<file path="src/rtl/contrast_cfg_sequencer_pkg.sv">
// Shared types and constants for the contrast/brightness configuration sequencer.
// PDATA and color_t match the contrast_LUT parameter bus and the pixel component width.
package contrast_cfg_sequencer_pkg;

    localparam int PDATA = 16;

    typedef logic [7:0] color_t;

    typedef enum logic [1:0] {
        CFG_CONTRAST = 2'd0,
        CFG_BRIGHT   = 2'd1,
        CFG_COMMIT   = 2'd2,
        CFG_CLR_ERR  = 2'd3
    } cfg_addr_t;

    typedef enum logic [2:0] {
        IDLE    = 3'd0,
        WAIT_VB = 3'd1,
        APPLY_C = 3'd2,
        APPLY_B = 3'd3,
        DONE    = 3'd4
    } seq_state_t;

    localparam color_t CONTRAST_UNITY = 8'h08;

endpackage

</file>
<file path="src/rtl/contrast_cfg_sequencer.sv">
// Shadows host writes to contrast/brightness and commits them to the pipe during vblank,
// with an optional forced apply after TIMEOUT_CYC cycles and a sticky illegal-contrast flag.
module contrast_cfg_sequencer
    import contrast_cfg_sequencer_pkg::*;
#(
    parameter int TIMEOUT_CYC = 1024,
    parameter int CNT_W       = 11
) (
    input  logic             clk,
    input  logic             resetN,
    input  logic             host_valid,
    output logic             host_ready,
    input  logic [1:0]       host_addr,
    input  logic [PDATA-1:0] host_data,
    input  logic             vblank,
    output logic             cp_write_en,
    output logic [PDATA-1:0] cp_pdata,
    input  logic             lut_invalid,
    output logic             br_write_en,
    output color_t           br_value,
    output logic             busy,
    output logic             err_sticky,
    output color_t           err_code,
    output logic             commit_done
);

    localparam logic [CNT_W-1:0] TMO_LAST = CNT_W'(TIMEOUT_CYC - 1);

    seq_state_t       state_reg, state_next;
    logic [CNT_W-1:0] cnt_reg, cnt_next;
    color_t           contrast_reg, brightness_reg;
    logic             busy_reg, err_reg;
    color_t           err_code_reg;

    cfg_addr_t host_cmd;
    logic      host_fire;
    logic      unused_host_hi;

    assign host_cmd       = cfg_addr_t'(host_addr);
    assign host_ready     = (state_reg == IDLE) || (state_reg == WAIT_VB);
    assign host_fire      = host_valid && host_ready;
    assign unused_host_hi = ^host_data[PDATA-1:8];

    always_comb begin
        state_next = state_reg;
        cnt_next   = cnt_reg;
        case (state_reg)
            IDLE: begin
                if (host_fire && host_cmd == CFG_COMMIT) begin
                    state_next = WAIT_VB;
                    cnt_next   = '0;
                end
            end
            WAIT_VB: begin
                // A second commit here is simply absorbed by staying in WAIT_VB.
                if (vblank) begin
                    state_next = APPLY_C;
                end else if (TIMEOUT_CYC != 0 && cnt_reg == TMO_LAST) begin
                    state_next = APPLY_C;
                end else begin
                    cnt_next = cnt_reg + 1'b1;
                end
            end
            APPLY_C: state_next = APPLY_B;
            APPLY_B: state_next = DONE;
            DONE:    state_next = IDLE;
            default: state_next = IDLE;
        endcase
    end

    always_ff @(posedge clk or negedge resetN) begin
        if (!resetN) begin
            state_reg <= IDLE;
            cnt_reg   <= '0;
        end else begin
            state_reg <= state_next;
            cnt_reg   <= cnt_next;
        end
    end

    always_ff @(posedge clk or negedge resetN) begin
        if (!resetN) begin
            contrast_reg   <= CONTRAST_UNITY;
            brightness_reg <= '0;
            busy_reg       <= 1'b0;
            err_reg        <= 1'b0;
            err_code_reg   <= '0;
        end else begin
            if (host_fire && host_cmd == CFG_CONTRAST) contrast_reg   <= host_data[7:0];
            if (host_fire && host_cmd == CFG_BRIGHT)   brightness_reg <= host_data[7:0];

            if (state_reg == IDLE && state_next == WAIT_VB) busy_reg <= 1'b1;
            else if (state_reg == DONE)                     busy_reg <= 1'b0;

            // Setting from APPLY_C outranks a clear; host_ready is low then anyway.
            if (state_reg == APPLY_C && lut_invalid) begin
                err_reg      <= 1'b1;
                err_code_reg <= contrast_reg;
            end else if (host_fire && host_cmd == CFG_CLR_ERR) begin
                err_reg      <= 1'b0;
                err_code_reg <= '0;
            end
        end
    end

    // Datapath values are presented only across the apply window so idle outputs read as zero.
    assign cp_write_en = (state_reg == APPLY_C);
    assign br_write_en = (state_reg == APPLY_B);
    assign commit_done = (state_reg == DONE);
    assign cp_pdata    = (state_reg == APPLY_C || state_reg == APPLY_B) ? PDATA'(contrast_reg) : '0;
    assign br_value    = (state_reg == APPLY_C || state_reg == APPLY_B) ? brightness_reg : '0;
    assign busy        = busy_reg;
    assign err_sticky  = err_reg;
    assign err_code    = err_code_reg;

endmodule

</file>
<file path="config.mk">
export PLATFORM = sky130hd
export DESIGN_NAME = contrast_cfg_sequencer
export DESIGN_NICKNAME = d
export VERILOG_FILES = /design/src/rtl/contrast_cfg_sequencer_pkg.sv /design/src/rtl/contrast_cfg_sequencer.sv
export SDC_FILE = /design/constraint.sdc
export NUM_CORES = 1
export LEC_CHECK = 0
export CORE_ASPECT_RATIO = 0.75
export CORE_MARGIN = 5
export CORE_UTILIZATION = 30
export CTS_CLUSTER_SIZE = 25
export DETAILED_ROUTE_END_ITERATION = 10
export PLACE_DENSITY = 0.66
export SYNTH_ARGS = -nofsm -noshare
export SYNTH_HDL_FRONTEND = slang
export SYNTH_SLANG_ARGS = --single-unit
</file>
<file path="constraint.sdc">
create_clock -name clk -period 2.5 [get_ports clk]
set_clock_uncertainty 0.15 [all_clocks]
set_input_delay 0.375 -clock clk [delete_from_list [all_inputs] [get_ports clk]]
set_output_delay 0.375 -clock clk [all_outputs]
set_load 0.05 [all_outputs]
</file>
==> flow_metrics.tcl <==
set metrics [dict create \
    post_drt_wl_per_cell_um 14.4 \
    reg2reg_depth 5 \
    pwr-share-clk_pct 12.5 \
    die_area_mm2 0.00808 \
    gp_congestion 0.786 \
    hold_viol_final 0 \
    max_freq_mhz 424 \
    ys_async_sr_fraction_pct 100 \
    dp_hpwl_um 3130 \
    drt_first_pass_iters 4 \
    area_delta_synth_final_pct 40.4 \
    crit_arrival_ns 1.84 \
    syn_area_mm2 0.00191 \
    clkSinkCount 40 \
    power.leakage_nw 1.14 \
    drtAntennaViolNets 0 \
    core-area_mm2 0.00626 \
    slew_violations 0 \
    finalSetupTns_ns 0 \
    port_buffers 44 \
    setup_viol 0 \
    synth_area_per_cell_um2 11.9 \
    status "completed" \
    yosys-top-cells-count "dfrtp_1, and2_1, mux2_2" \
    rsz0062_at_grt "false" \
    slew_headroom_pct 41.9 \
    cp-end-kind "output pin" \
    seq_power_share_pct 31.8 \
    clk_latency_ns 0.29 \
    synth_cell_types 40 \
    critPathKind "flip-flop to output pin" \
    synth_top_area_share_pct 51.1 \
    clockRootBuffer "clkbuf_8" \
    synth-seq-cells 40 \
    finalCritPeriodShare_pct 94.4 \
    first_iter_violations 56 \
    cts_resized 0 \
    internal-power_mw 1.90 \
    antenna_found_initial 0 \
    p_switching_mw 1.44 \
    power_frac_comb_pct 55.7 \
    synth-main-ff-cell "dfrtp_1" \
    cp_max_fo 7 \
    cts_tree "done" \
    power_mw 3.34 \
    die_height_um 79.1 \
    switching_share_pct 43.2 \
    htreeDepth 2 \
    grt_use_total_pct 11.2 \
    synthTopCellsByArea "dfrtp_1, mux2_2, and2_1" \
    drive_gt1_share_pct 26.6 \
    hp-class "input port to asynchronous set/reset pin" \
    start_util_pct 30.5 \
    yosys.area.top_type "dfrtp_1" \
    synth_cells 161 \
    post_cts_buffers 0 \
    synth_edf_count 0 \
    vias 1401 \
    yosysMostFrequentCell "dfrtp_1" \
    largest_reg_flops 11 \
    io_pins 61 \
    yosys_warnings 0 \
    grt_pass1_vias 1372 \
    num_rows 25 \
    drc_errors 0 \
    finalNetCount 237 \
    final.min_clock_period_ns 2.36 \
    grt_pass1_wl_um 7030 \
    r2r-start "cnt_reg[0]" \
    clkTransAtPathRegs_ns 0.08 \
    tightest_slew_ns 0.872 \
    clk_path_buf_depth 2 \
    synth_seq_area_share_pct 52.5 \
    cap_violations 0 \
    power_density_mw_per_mm2 1250 \
    startpoint_type "flip-flop" \
    grt_max_degree 41 \
    required_ns 1.98 \
    crit_start "state_reg[2]" \
    die-width_um 102 \
    cts_hold_buffers 0 \
    irDropWorstVdd_mv 0.683 \
    drt-total-wl_um 4240 \
    diodes 0 \
    cts_made_buffers 5 \
    overflow 0 \
    via_per_inst 4.75 \
]
==> path summary, 6_finish.rpt <==
| kind | endpoint | slack [ns] |
|---|---|---|
| worst max register to register | cnt_reg[7] | 0.54 |
| worst min-delay path | state_reg[1] | 0.05 |
| worst min register to register | cnt_reg[5] | 0.34 |
| min in group clk | cnt_reg[5] | 0.34 |
| max in group asynchronous | cnt_reg[7] | 1.59 |
| worst max-delay path | host_ready | 0.14 |
==> cell usage in the layout, fill, tap and decap left out, drive strengths merged, types with 2 or more instances in the layout <==
cell type and n:
a22o 8, clkbuf 7, o21ai 7, nand2 7, nor3 3, nor3b 2, nor2 4, buf 25
a21oi 5, o31ai 3, dfrtp 39, or3 5, o211ai 2, mux2 16, clkdlybuf4s50 24, nor2b 2
conb 8, inv 4, and2 19, nand3 6, nand2b 2
==> layer usage <==
layer | GRT usage [%] | part of all wire, % | up-vias
met2 | 16.3 | 44 | 32
met4 | 3.15 | 0.85 | 0
met3 | 3.25 | 5.2 | 2
met1 | 16.2 | 49 | 702
met5 | 0 | 0 | -
li1 | - | - | 665
==> worst max-delay path, stage by stage (launching register included) <==
cell,delay [ns]
dfrtp_1,0.46
nor2_1,0.23
clkdlybuf4s50_1,0.86
==> logic make-up (layout without fill, tap and decap cells) <==
group | after synthesis | after routing | synth area share [%]
AO/OA/AOI/OAI | 30 | 30 | 12.6
AND/OR/NAND/NOR | 57 | 57 | 19.3
multiplexers | 17 | 17 | 9.96
other | 1 | 8 | 0.196
flip-flops | 40 | 40 | 52.5
adder cells (fa/ha/maj) | 1 | 1 | 0.655
buffers and inverters | 15 | 61 | 4.78
==> stage by stage <==
stage,hold WS (ns),setup slack (ns),instance area [µm²],util (%),cells
after floorplan,-0.0706,0.140,1940,-,168
after global placement,0.320,0.312,2600,41.5,287
after detailed placement,0.330,0.283,2600,41.5,287
after CTS,0.0882,0.134,2680,42.8,295
after global routing,0.126,0.0160,2680,42.8,295
final,0.0541,0.139,2680,42.8,295
==> layout make-up <==
type / instances / area (µm²)
clock buffer: 7 / 76.3
timing repair buffer: 49 / 638
inverter: 4 / 15.0
clock inverter: 1 / 5.00
multi-input combinational: 113 / 842
sequential: 40 / 1000
fill: 596 / 3580
tap: 81 / 101
==> power by group through the flow <==
stage	Combinational [mW]	Clock [mW]	Sequential [mW]
global placement	1.87	0	1.07
detailed placement	1.88	0	1.07
global route	1.96	0.454	1.10
CTS	1.89	0.429	1.06
finish	1.86	0.417	1.06
floorplan	0.856	0	1.33
Note: power is estimated with default switching activity, not from simulation.
